$ cat src/rtl/timer_pkg.sv
// Shared register map and bit positions for the mmio_timer block.
package timer_pkg;

  localparam logic [3:0] ADDR_CTRL     = 4'd0;
  localparam logic [3:0] ADDR_PRESCALE = 4'd1;
  localparam logic [3:0] ADDR_LOAD     = 4'd2;
  localparam logic [3:0] ADDR_COUNT    = 4'd3;
  localparam logic [3:0] ADDR_STATUS   = 4'd4;
  localparam logic [3:0] ADDR_COMPARE  = 4'd5;

  localparam int CTRL_ENABLE_BIT      = 0;
  localparam int CTRL_AUTO_RELOAD_BIT = 1;
  localparam int CTRL_IRQ_EN_BIT      = 2;

  localparam int STATUS_EXPIRED_BIT   = 0;

  typedef struct packed {
    logic irq_en;
    logic auto_reload;
    logic enable;
  } ctrl_t;

endpackage

$ cat src/rtl/timer_prescaler.sv
// Prescaler for mmio_timer: counts 0..limit while enabled and pulses tick on the wrap.
// A clear restarts the count at 0 and suppresses any tick in that cycle.
module timer_prescaler #(
  parameter int W = 16
) (
  input  logic         clk,
  input  logic         nreset,
  input  logic         enable,
  input  logic         clear,
  input  logic [W-1:0] limit,
  output logic         tick
);

  logic [W-1:0] cnt_q, cnt_d;

  always_comb begin
    cnt_d = cnt_q;
    tick  = 1'b0;
    if (clear) begin
      cnt_d = '0;
    end else if (enable) begin
      if (cnt_q == limit) begin
        cnt_d = '0;
        tick  = 1'b1;
      end else begin
        cnt_d = cnt_q + 1'b1;
      end
    end
  end

  always_ff @(posedge clk or negedge nreset) begin
    if (!nreset) begin
      cnt_q <= '0;
    end else begin
      cnt_q <= cnt_d;
    end
  end

endmodule

$ cat src/rtl/mmio_timer.sv
// Memory-mapped countdown timer with prescaler, auto-reload and level interrupt.
// Defining TIMER_PWM_EN adds the COMPARE register and a registered PWM output.
module mmio_timer
  import timer_pkg::*;
#(
  parameter int PRESCALE_W = 16
) (
  input  logic        clk,
  input  logic        nreset,
  input  logic        en,
  input  logic        wen,
  input  logic [3:0]  addr,
  input  logic [31:0] wdata,
  output logic [31:0] rdata,
  output logic        irq,
  output logic        pwm
);

  ctrl_t                 ctrl_q, ctrl_d;
  logic [PRESCALE_W-1:0] prescale_q, prescale_d;
  logic [31:0]           load_q, load_d;
  logic [31:0]           count_q, count_d;
  logic                  expired_q, expired_d;

  logic wr_en, rd_en;
  logic wr_ctrl, wr_prescale, wr_load, wr_count, wr_status;
  logic psc_clear, tick, expire;
  logic [31:0] compare_rd;

  // Bus: en selects the block; en&wen is a one-cycle write committed on the next
  // clk edge, en&~wen is a combinational read, and rdata is 0 whenever not reading.
  assign wr_en       = en & wen;
  assign rd_en       = en & ~wen;
  assign wr_ctrl     = wr_en & (addr == ADDR_CTRL);
  assign wr_prescale = wr_en & (addr == ADDR_PRESCALE);
  assign wr_load     = wr_en & (addr == ADDR_LOAD);
  assign wr_count    = wr_en & (addr == ADDR_COUNT);
  assign wr_status   = wr_en & (addr == ADDR_STATUS);

  // A COUNT write or an enable 0->1 transition restarts the prescale period.
  assign psc_clear = wr_count | (wr_ctrl & wdata[CTRL_ENABLE_BIT] & ~ctrl_q.enable);

  timer_prescaler #(
    .W(PRESCALE_W)
  ) u_prescaler (
    .clk    (clk),
    .nreset (nreset),
    .enable (ctrl_q.enable),
    .clear  (psc_clear),
    .limit  (prescale_q),
    .tick   (tick)
  );

  assign expire = tick & (count_q == '0);

  always_comb begin
    ctrl_d     = ctrl_q;
    prescale_d = prescale_q;
    load_d     = load_q;
    count_d    = count_q;
    expired_d  = expired_q;

    if (tick) begin
      if (count_q != '0) begin
        count_d = count_q - 32'd1;
      end else if (ctrl_q.auto_reload) begin
        count_d = load_q;
      end else begin
        ctrl_d.enable = 1'b0;
      end
    end

    // Expiry outranks a simultaneous W1C so an event is never lost.
    if (expire) begin
      expired_d = 1'b1;
    end else if (wr_status && wdata[STATUS_EXPIRED_BIT]) begin
      expired_d = 1'b0;
    end

    if (wr_ctrl) begin
      ctrl_d.enable      = wdata[CTRL_ENABLE_BIT];
      ctrl_d.auto_reload = wdata[CTRL_AUTO_RELOAD_BIT];
      ctrl_d.irq_en      = wdata[CTRL_IRQ_EN_BIT];
    end
    if (wr_prescale) prescale_d = wdata[PRESCALE_W-1:0];
    if (wr_load)     load_d     = wdata;
    if (wr_count)    count_d    = wdata;
  end

  always_ff @(posedge clk or negedge nreset) begin
    if (!nreset) begin
      ctrl_q     <= '0;
      prescale_q <= '0;
      load_q     <= '0;
      count_q    <= '0;
      expired_q  <= 1'b0;
    end else begin
      ctrl_q     <= ctrl_d;
      prescale_q <= prescale_d;
      load_q     <= load_d;
      count_q    <= count_d;
      expired_q  <= expired_d;
    end
  end

  assign irq = expired_q & ctrl_q.irq_en;

`ifdef TIMER_PWM_EN
  logic [31:0] compare_q, compare_d;
  logic        pwm_q, pwm_d;

  always_comb begin
    compare_d = compare_q;
    if (wr_en && (addr == ADDR_COMPARE)) compare_d = wdata;
    pwm_d = (count_q < compare_q) & ctrl_q.enable;
  end

  always_ff @(posedge clk or negedge nreset) begin
    if (!nreset) begin
      compare_q <= '0;
      pwm_q     <= 1'b0;
    end else begin
      compare_q <= compare_d;
      pwm_q     <= pwm_d;
    end
  end

  assign pwm        = pwm_q;
  assign compare_rd = compare_q;
`else
  assign pwm        = 1'b0;
  assign compare_rd = '0;
`endif

  always_comb begin
    rdata = '0;
    if (rd_en) begin
      case (addr)
        ADDR_CTRL: begin
          rdata[CTRL_ENABLE_BIT]      = ctrl_q.enable;
          rdata[CTRL_AUTO_RELOAD_BIT] = ctrl_q.auto_reload;
          rdata[CTRL_IRQ_EN_BIT]      = ctrl_q.irq_en;
        end
        ADDR_PRESCALE: rdata[PRESCALE_W-1:0]     = prescale_q;
        ADDR_LOAD:     rdata                     = load_q;
        ADDR_COUNT:    rdata                     = count_q;
        ADDR_STATUS:   rdata[STATUS_EXPIRED_BIT] = expired_q;
        ADDR_COMPARE:  rdata                     = compare_rd;
        default:       rdata                     = '0;
      endcase
    end
  end

endmodule

$ cat config.mk
export PLATFORM = sky130hd
export DESIGN_NAME = mmio_timer
export DESIGN_NICKNAME = d
export VERILOG_FILES = /design/src/rtl/timer_pkg.sv /design/src/rtl/timer_prescaler.sv /design/src/rtl/mmio_timer.sv
export SDC_FILE = /design/constraint.sdc
export NUM_CORES = 1
export LEC_CHECK = 0
export BUFFER_PORTS_ARGS = -buffer_cell sky130_fd_sc_hd__buf_4
export CAP_MARGIN = 10
export CORE_AREA = 2 2 162 164
export CTS_BUF_LIST = sky130_fd_sc_hd__clkbuf_8 sky130_fd_sc_hd__clkbuf_16
export CTS_CLUSTER_SIZE = 10
export DETAILED_ROUTE_END_ITERATION = 10
export DIE_AREA = 0 0 164 166
export GPL_ROUTABILITY_DRIVEN = 0
export HOLD_SLACK_MARGIN = 0.1
export SYNTH_ARGS = -nofsm -noshare
export SYNTH_HDL_FRONTEND = slang
export SYNTH_SLANG_ARGS = --single-unit
$ cat constraint.sdc
create_clock -name clk -period 3.9 [get_ports clk]
set_clock_uncertainty 0.2 [all_clocks]
set_input_delay 0.39 -clock clk [delete_from_list [all_inputs] [get_ports clk]]
set_output_delay 0.39 -clock clk [all_outputs]
set_load 0.01 [all_outputs]
==> results of run 1 <==
==> sequential cells by signal, summed over array words and instances (netlist names) <==
| register | count |
|---|---|
| count_q | 32 |
| load_q | 32 |
| prescale_q | 16 |
| u_prescaler.cnt_q | 16 |
| ctrl_q | 3 |
| expired_q | 1 |
==> cell type report <==
class | instances | share of cell area [%]
Multi-Input combinational cell | 500 | 46.32
Clock buffer | 9 | 2.907
Timing Repair Buffer | 103 | 10.72
Tap cell | 335 | 5.410
Clock inverter | 7 | 2.099
Inverter | 5 | 0.2422
Sequential cell | 100 | 32.30
==> logic make-up (layout without fill, tap and decap cells) <==
logic type | after synthesis | in the layout | synth area share, %
flip-flops | 100 | 100 | 39.75
AND/OR/NAND/NOR | 212 | 212 | 17.27
multiplexers | 106 | 106 | 18.74
AO/OA/AOI/OAI | 139 | 139 | 14.65
buffers and inverters | 47 | 124 | 3.518
XOR/XNOR | 39 | 39 | 5.425
other | 1 | 1 | 0.05956
adder cells (fa/ha/maj) | 3 | 3 | 0.5962
==> worst register-to-register path, stage by stage (launching register included) <==
cell,delay (ps)
dfrtp_1,430
or4_1,640
or4_1,670
or4_4,730
o211ai_4,240
buf_12,240
a211oi_1,80
a21o_1,180
==> metal layers <==
layer	vias up	GRT usage [%]	wire, um
li1	2511	-	-
met1	2566	18.96	8600
met2	113	22.38	8763
met3	16	2.373	809
met4	0	3.509	270
met5	-	0	0
==> synthesized netlist by cell type, types with 4 or more instances <==
cell type  count
dfrtp_1      100
mux2_2        85
nor2_1        56
o21ai_0       45
nand2_1       44
xnor2_1       31
a22oi_1       29
clkbuf_1      24
mux2i_1       20
nor2b_1       17
nor3_1        15
a21oi_1       14
nand3_1       14
a22o_1        13
and3_1        11
nand4_1       10
o22ai_1       10
nor4_1         9
xor2_1         8
a2bb2oi_1      7
and2_1         7
buf_1          7
nand2b_1       6
or3_1          6
inv_1          5
o21a_1         5
or4_1          5
buf_2          4
==> power by group through the flow <==
| stage | Clock [W] | Combinational [W] | Sequential (W) |
|---|---|---|---|
| after floorplan | 0 | 0.000943 | 0.00154 |
| final | 0.00117 | 0.00121 | 0.00164 |
| after detailed placement | 0 | 0.00118 | 0.00165 |
| after CTS | 0.00119 | 0.00121 | 0.00164 |
| after global routing | 0.00123 | 0.00136 | 0.00169 |
| after global placement | 0 | 0.00117 | 0.00164 |
==> stage by stage <==
| step | power [W] | worst slack (ps) | hold WS, ps |
|---|---|---|---|
| 2_1_floorplan | 0.002479 | 817.2 | -105.6 |
| 3_3_place_gp | 0.002812 | 456.8 | 314.2 |
| 3_5_place_dp | 0.002838 | 393.4 | 305.7 |
| 4_1_cts | 0.004035 | 385.7 | 102.4 |
| 5_1_grt | 0.004278 | 267.3 | 107.2 |
| 6_report | 0.004015 | 374.3 | 108.8 |
==> what timing repair did <==
| action | 4_1_cts | 5_1_grt |
|---|---|---|
| gates resized for setup | 0 | 0 |
| setup buffers | 0 | 0 |
| setup endpoints to repair | 0 | 0 |
| hold endpoints to repair | 91 | 0 |
| hold buffers | 18 | 0 |
==> final timing paths <==
| check | from | to | slack [ps] |
|---|---|---|---|
| min in group asynchronous | nreset | u_prescaler.cnt_q[7]$_DFFE_PN0P_ | 570 |
| max in group asynchronous | nreset | count_q[16]$_DFFE_PN0P_ | 2100 |
| min reg2reg | expired_q$_DFFE_PN0P_ | expired_q$_DFFE_PN0P_ | 320 |
| min | wdata[5] | prescale_q[5]$_DFFE_PN0P_ | 110 |
| max | count_q[10]$_DFFE_PN0P_ | count_q[30]$_DFFE_PN0P_ | 370 |
| max reg2reg | count_q[10]$_DFFE_PN0P_ | count_q[30]$_DFFE_PN0P_ | 370 |
==> qor.yml, run 1 <==
status: "completed"
dpl_cell_area_um2: 7179
final_core_util_pct: 30.24
ys_seq_elements: 100
dpl.cell_count: 1025
clockBufferDepth: 2
firstDrtPassIters: 5
netlist.top_cell.by_area: "dfrtp_1"
vias: 5206
cts_sinks: 100
fin_area_um2: 7747
worstPathArrival_ps: 3570
ff_latch_area_um2: 2502
synthesis.nets: 690
tns_ps: 0
cts_buffers: 9
endpoint_kind: "flip-flop"
critPathTopFamily: "simple AND/OR/NAND/NOR gates"
path_class: "flip-flop to flip-flop"
detail-route-antenna-nets: 0
ir_drop_v: 0.0002157
routed_via_density: 4.916
finalHoldViolations: 0
drv_slew: 0
seq_power_share_pct: 40.8
cts_max_level: 3
comb_power_share_pct: 30.1
crit_slowest_cell: "or4_4"
path_max_fanout: 44
finalWirelength_um: 18440
synth_area_per_cell_um2: 9.731
drtIter0Drc: 373
antenna_found_initial: 0
area_growth_pct: 23.05
grt_pass1_wl_um: 29750
power.leakage_nw: 3.321
finalCritPeriodShare_pct: 90.40
start_kind: "flip-flop"
yosys_warnings: 0
cp_num_cells: 7
synth_top_cell_area_share_pct: 39.75
synth.area.top_cells: "dfrtp_1, mux2_2, xnor2_1"
ys_types: 53
async_reset_ff_share_pct: 100.0
final_common_cell: "dfrtp_1"
crit_chain: "or4_1, or4_1, or4_4, o211ai_4, buf_12, a211oi_1, a21o_1"
grt_max_degree: 76
critPathMostFrequentCell: "or4_1"
setup_viol_count_final: 0
power.internal_w: 0.002672
fill_cells: 2639
drive_above_1_share_pct: 26.80
port_buffers: 72
max_slew_margin_pct: 29.85
gr-total-overflow: 0
die_h_um: 166
n_antenna_cell: 0
maxCapViolCount: 0
cts_tree: "yes"
fmax_ghz: 0.2836
fin_nets: 762
num_rows: 59
grt.total_usage_pct: 13.78
core_um2: 25620
num_io_pins: 74
period_minus_slack_ps: 3526
initial_core_util_pct: 24.58
cp.required_ps: 3940
die_x_um: 164
cts_root_buf: "clkbuf_16"
critPathBufInv: 1
layout.cells.non_filler: 1059
first_global_vias: 5299
slowest_delay_ps: 730
die-area_um2: 27220
multi_input_area_um2: 3588
powerDensity_nw_per_um2: 518.3
rsz0062_at_grt: "false"
syn-cell-area_um2: 6296
path_clk_slew_ps: 70
syn_inst: 647
yosysSeqAreaShare_pct: 39.75
wl_per_cell_um: 17.42
tightest_slew_ps: 1052
clockPowerShare_pct: 29.1
holdCritPathClass: "primary input to flip-flop"
route.detailed.drc: 0
synth_edf_count: 0
worst_r2r_path_depth: 7
min_path_cells: 2
clk_latency_ps: 350
layout_common_cells: "dfrtp_1, mux2_2, buf_4"
ys.flop_type: "dfrtp_1"
p_sw_w: 0.001344
netSwitchingFraction_pct: 33.47
dp_hpwl_um: 13410
No activity file was read; power rests on OpenSTA's default activity.
==> inputs of run 2 (changes only) <==
--- a/config.mk
+++ b/config.mk
@@ -7,6 +7,8 @@
 export LEC_CHECK = 0
 export BUFFER_PORTS_ARGS = -buffer_cell sky130_fd_sc_hd__buf_4
 export CAP_MARGIN = 10
+export CELL_PAD_IN_SITES_DETAIL_PLACEMENT = 1
+export CELL_PAD_IN_SITES_GLOBAL_PLACEMENT = 2
 export CORE_AREA = 2 2 162 164
 export CTS_BUF_LIST = sky130_fd_sc_hd__clkbuf_8 sky130_fd_sc_hd__clkbuf_16
 export CTS_CLUSTER_SIZE = 10
@@ -14,6 +16,7 @@
 export DIE_AREA = 0 0 164 166
 export GPL_ROUTABILITY_DRIVEN = 0
 export HOLD_SLACK_MARGIN = 0.1
+export PLACE_DENSITY_LB_ADDON = 0.1
 export SYNTH_ARGS = -nofsm -noshare
 export SYNTH_HDL_FRONTEND = slang
 export SYNTH_SLANG_ARGS = --single-unit
==> run 2 against run 1 <==
  * Via count is 2.5% higher
  * Routed wire length grew 20%
  * Cell count increased by 1.7%
  * Sequential cell count is the same
  * Power shrank 4.8%
  * Critical path depth unchanged
  * Register-to-register slack worse by 100 ps
  * Final area increased by 0.61%
  * Worst setup slack got worse by 100 ps
  * Global-route usage grew 3.0 points
  * Core utilization rose by 0.19 points
  * Critical path type unchanged
  * Highest routed layer unchanged
==> qor.yml, run 2 (same netlist as run 1, synthesis figures left out) <==
antenna_found_initial: 0
drive_above_1_share_pct: 26.82
cp.required_ps: 3960
crit_slowest_cell: "or4_4"
cts_sinks: 100
critPathMostFrequentCell: "or4_1"
period_minus_slack_ps: 3629
ff_latch_area_um2: 2502
firstDrtPassIters: 4
initial_core_util_pct: 24.58
area_growth_pct: 23.81
detail-route-antenna-nets: 0
tightest_slew_ps: 924.0
netSwitchingFraction_pct: 37.73
final_common_cell: "dfrtp_1"
first_global_vias: 5708
holdCritPathClass: "primary input to flip-flop"
die_h_um: 166
reg.largest.list: "count_q (32), load_q (32)"
core_um2: 25620
die-area_um2: 27220
comb_power_share_pct: 34.5
slowest_delay_ps: 760
ctsHoldBuffers: 27
die_x_um: 164
fin_area_um2: 7795
fmax_ghz: 0.2756
port_buffers: 72
cts_resized: 0
path_clk_slew_ps: 80
max_slew_margin_pct: 37.83
n_antenna_cell: 0
grt.total_usage_pct: 16.82
powerDensity_nw_per_um2: 490.4
cts_tree: "yes"
grt_max_degree: 53
start_kind: "flip-flop"
route.detailed.drc: 0
worstPathArrival_ps: 3690
drtIter0Drc: 206
hold_ws_ps: 109.7
endpoint_kind: "flip-flop"
cts_setup_buffers: 0
path_class: "flip-flop to flip-flop"
fill_cells: 2915
power.leakage_nw: 3.362
finalCritPeriodShare_pct: 93.05
ir_drop_v: 0.0001900
path_max_fanout: 44
clockBufferDepth: 2
seq_power_share_pct: 42.9
num_io_pins: 74
multi_input_area_um2: 3588
status: "completed"
dp_hpwl_um: 16100
cts_buffers: 9
vias: 5335
cts_max_level: 3
dpl_cell_area_um2: 7252
layout_common_cells: "dfrtp_1, buf_4, mux2_2"
clk_latency_ps: 360
finalHoldViolations: 0
p_sw_w: 0.001442
rsz0062_at_grt: "false"
grt_pass1_wl_um: 34980
fin_nets: 780
clockPowerShare_pct: 22.6
cts_root_buf: "clkbuf_16"
finalWirelength_um: 22170
crit_chain: "or4_1, or4_1, or4_4, o211ai_4, buf_12, a211oi_1, a21o_1"
maxCapViolCount: 0
num_rows: 59
routed_via_density: 4.954
drv_slew: 0
setup_viol_count_final: 0
power_w: 0.003822
wl_per_cell_um: 20.59
power.internal_w: 0.002380
gr-total-overflow: 0
tns_ps: 0
run 2: stage by stage:
| stage | util [%] | std cells | setup WS [ps] |
|---|---|---|---|
| floorplan | - | 647 | 817.2 |
| global placement | 28.31 | 1033 | 348.4 |
| detailed placement | 28.31 | 1033 | 279.4 |
| CTS | 30.39 | 1076 | 269.4 |
| global route | 30.43 | 1077 | 144.1 |
| finish | 30.43 | 1077 | 271.2 |
run 2: cell type report:
cell class	instances	share of cell area, %
flip-flops and latches	100	32.10
multi-input cells	500	46.04
clock inverters	7	0.4815
clock buffers	9	2.889
well taps	335	5.377
inverters	5	0.2408
repair buffers	121	12.87
run 2: critical path: cells and delay by family (launching register included):
kind,cells,cell delay (ps)
compound gates,3,490
flops,1,430
buf+inv,1,240
simple gates,3,2130
run 2: power by group through the flow:
| stage | registers, W | logic, W | clock network [W] |
|---|---|---|---|
| after floorplan | 0.00154 | 0.000943 | 0 |
| after global placement | 0.00165 | 0.00128 | 0 |
| after detailed placement | 0.00167 | 0.00131 | 0 |
| after CTS | 0.00165 | 0.00134 | 0.000899 |
| after global routing | 0.00170 | 0.00148 | 0.000941 |
| final | 0.00164 | 0.00132 | 0.000864 |
run 2: worst paths after layout:
check | start | endpoint | slack (ps) | depth (start not counted)
hold reg to reg | load_q[3]$_DFFE_PN0P_ | load_q[3]$_DFFE_PN0P_ | 340 | 1
max in group asynchronous | nreset | count_q[13]$_DFFE_PN0P_ | 2290 | 3
hold / removal | wdata[8] | prescale_q[8]$_DFFE_PN0P_ | 110 | 2
setup reg to reg | count_q[11]$_DFFE_PN0P_ | count_q[30]$_DFFE_PN0P_ | 270 | 7
min in group asynchronous | nreset | prescale_q[5]$_DFFE_PN0P_ | 440 | 2
setup / recovery | count_q[11]$_DFFE_PN0P_ | count_q[30]$_DFFE_PN0P_ | 270 | 7
run 2: routing by layer:
metal / global-route usage, % / part of all wire [%] / vias up
li1: - / - / 2550
met1: 24.59 / 51 / 2711
met2: 26.38 / 46 / 62
met3: 2.123 / 2.6 / 12
met4: 3.852 / 0.97 / 0
met5: 0 / 0 / -
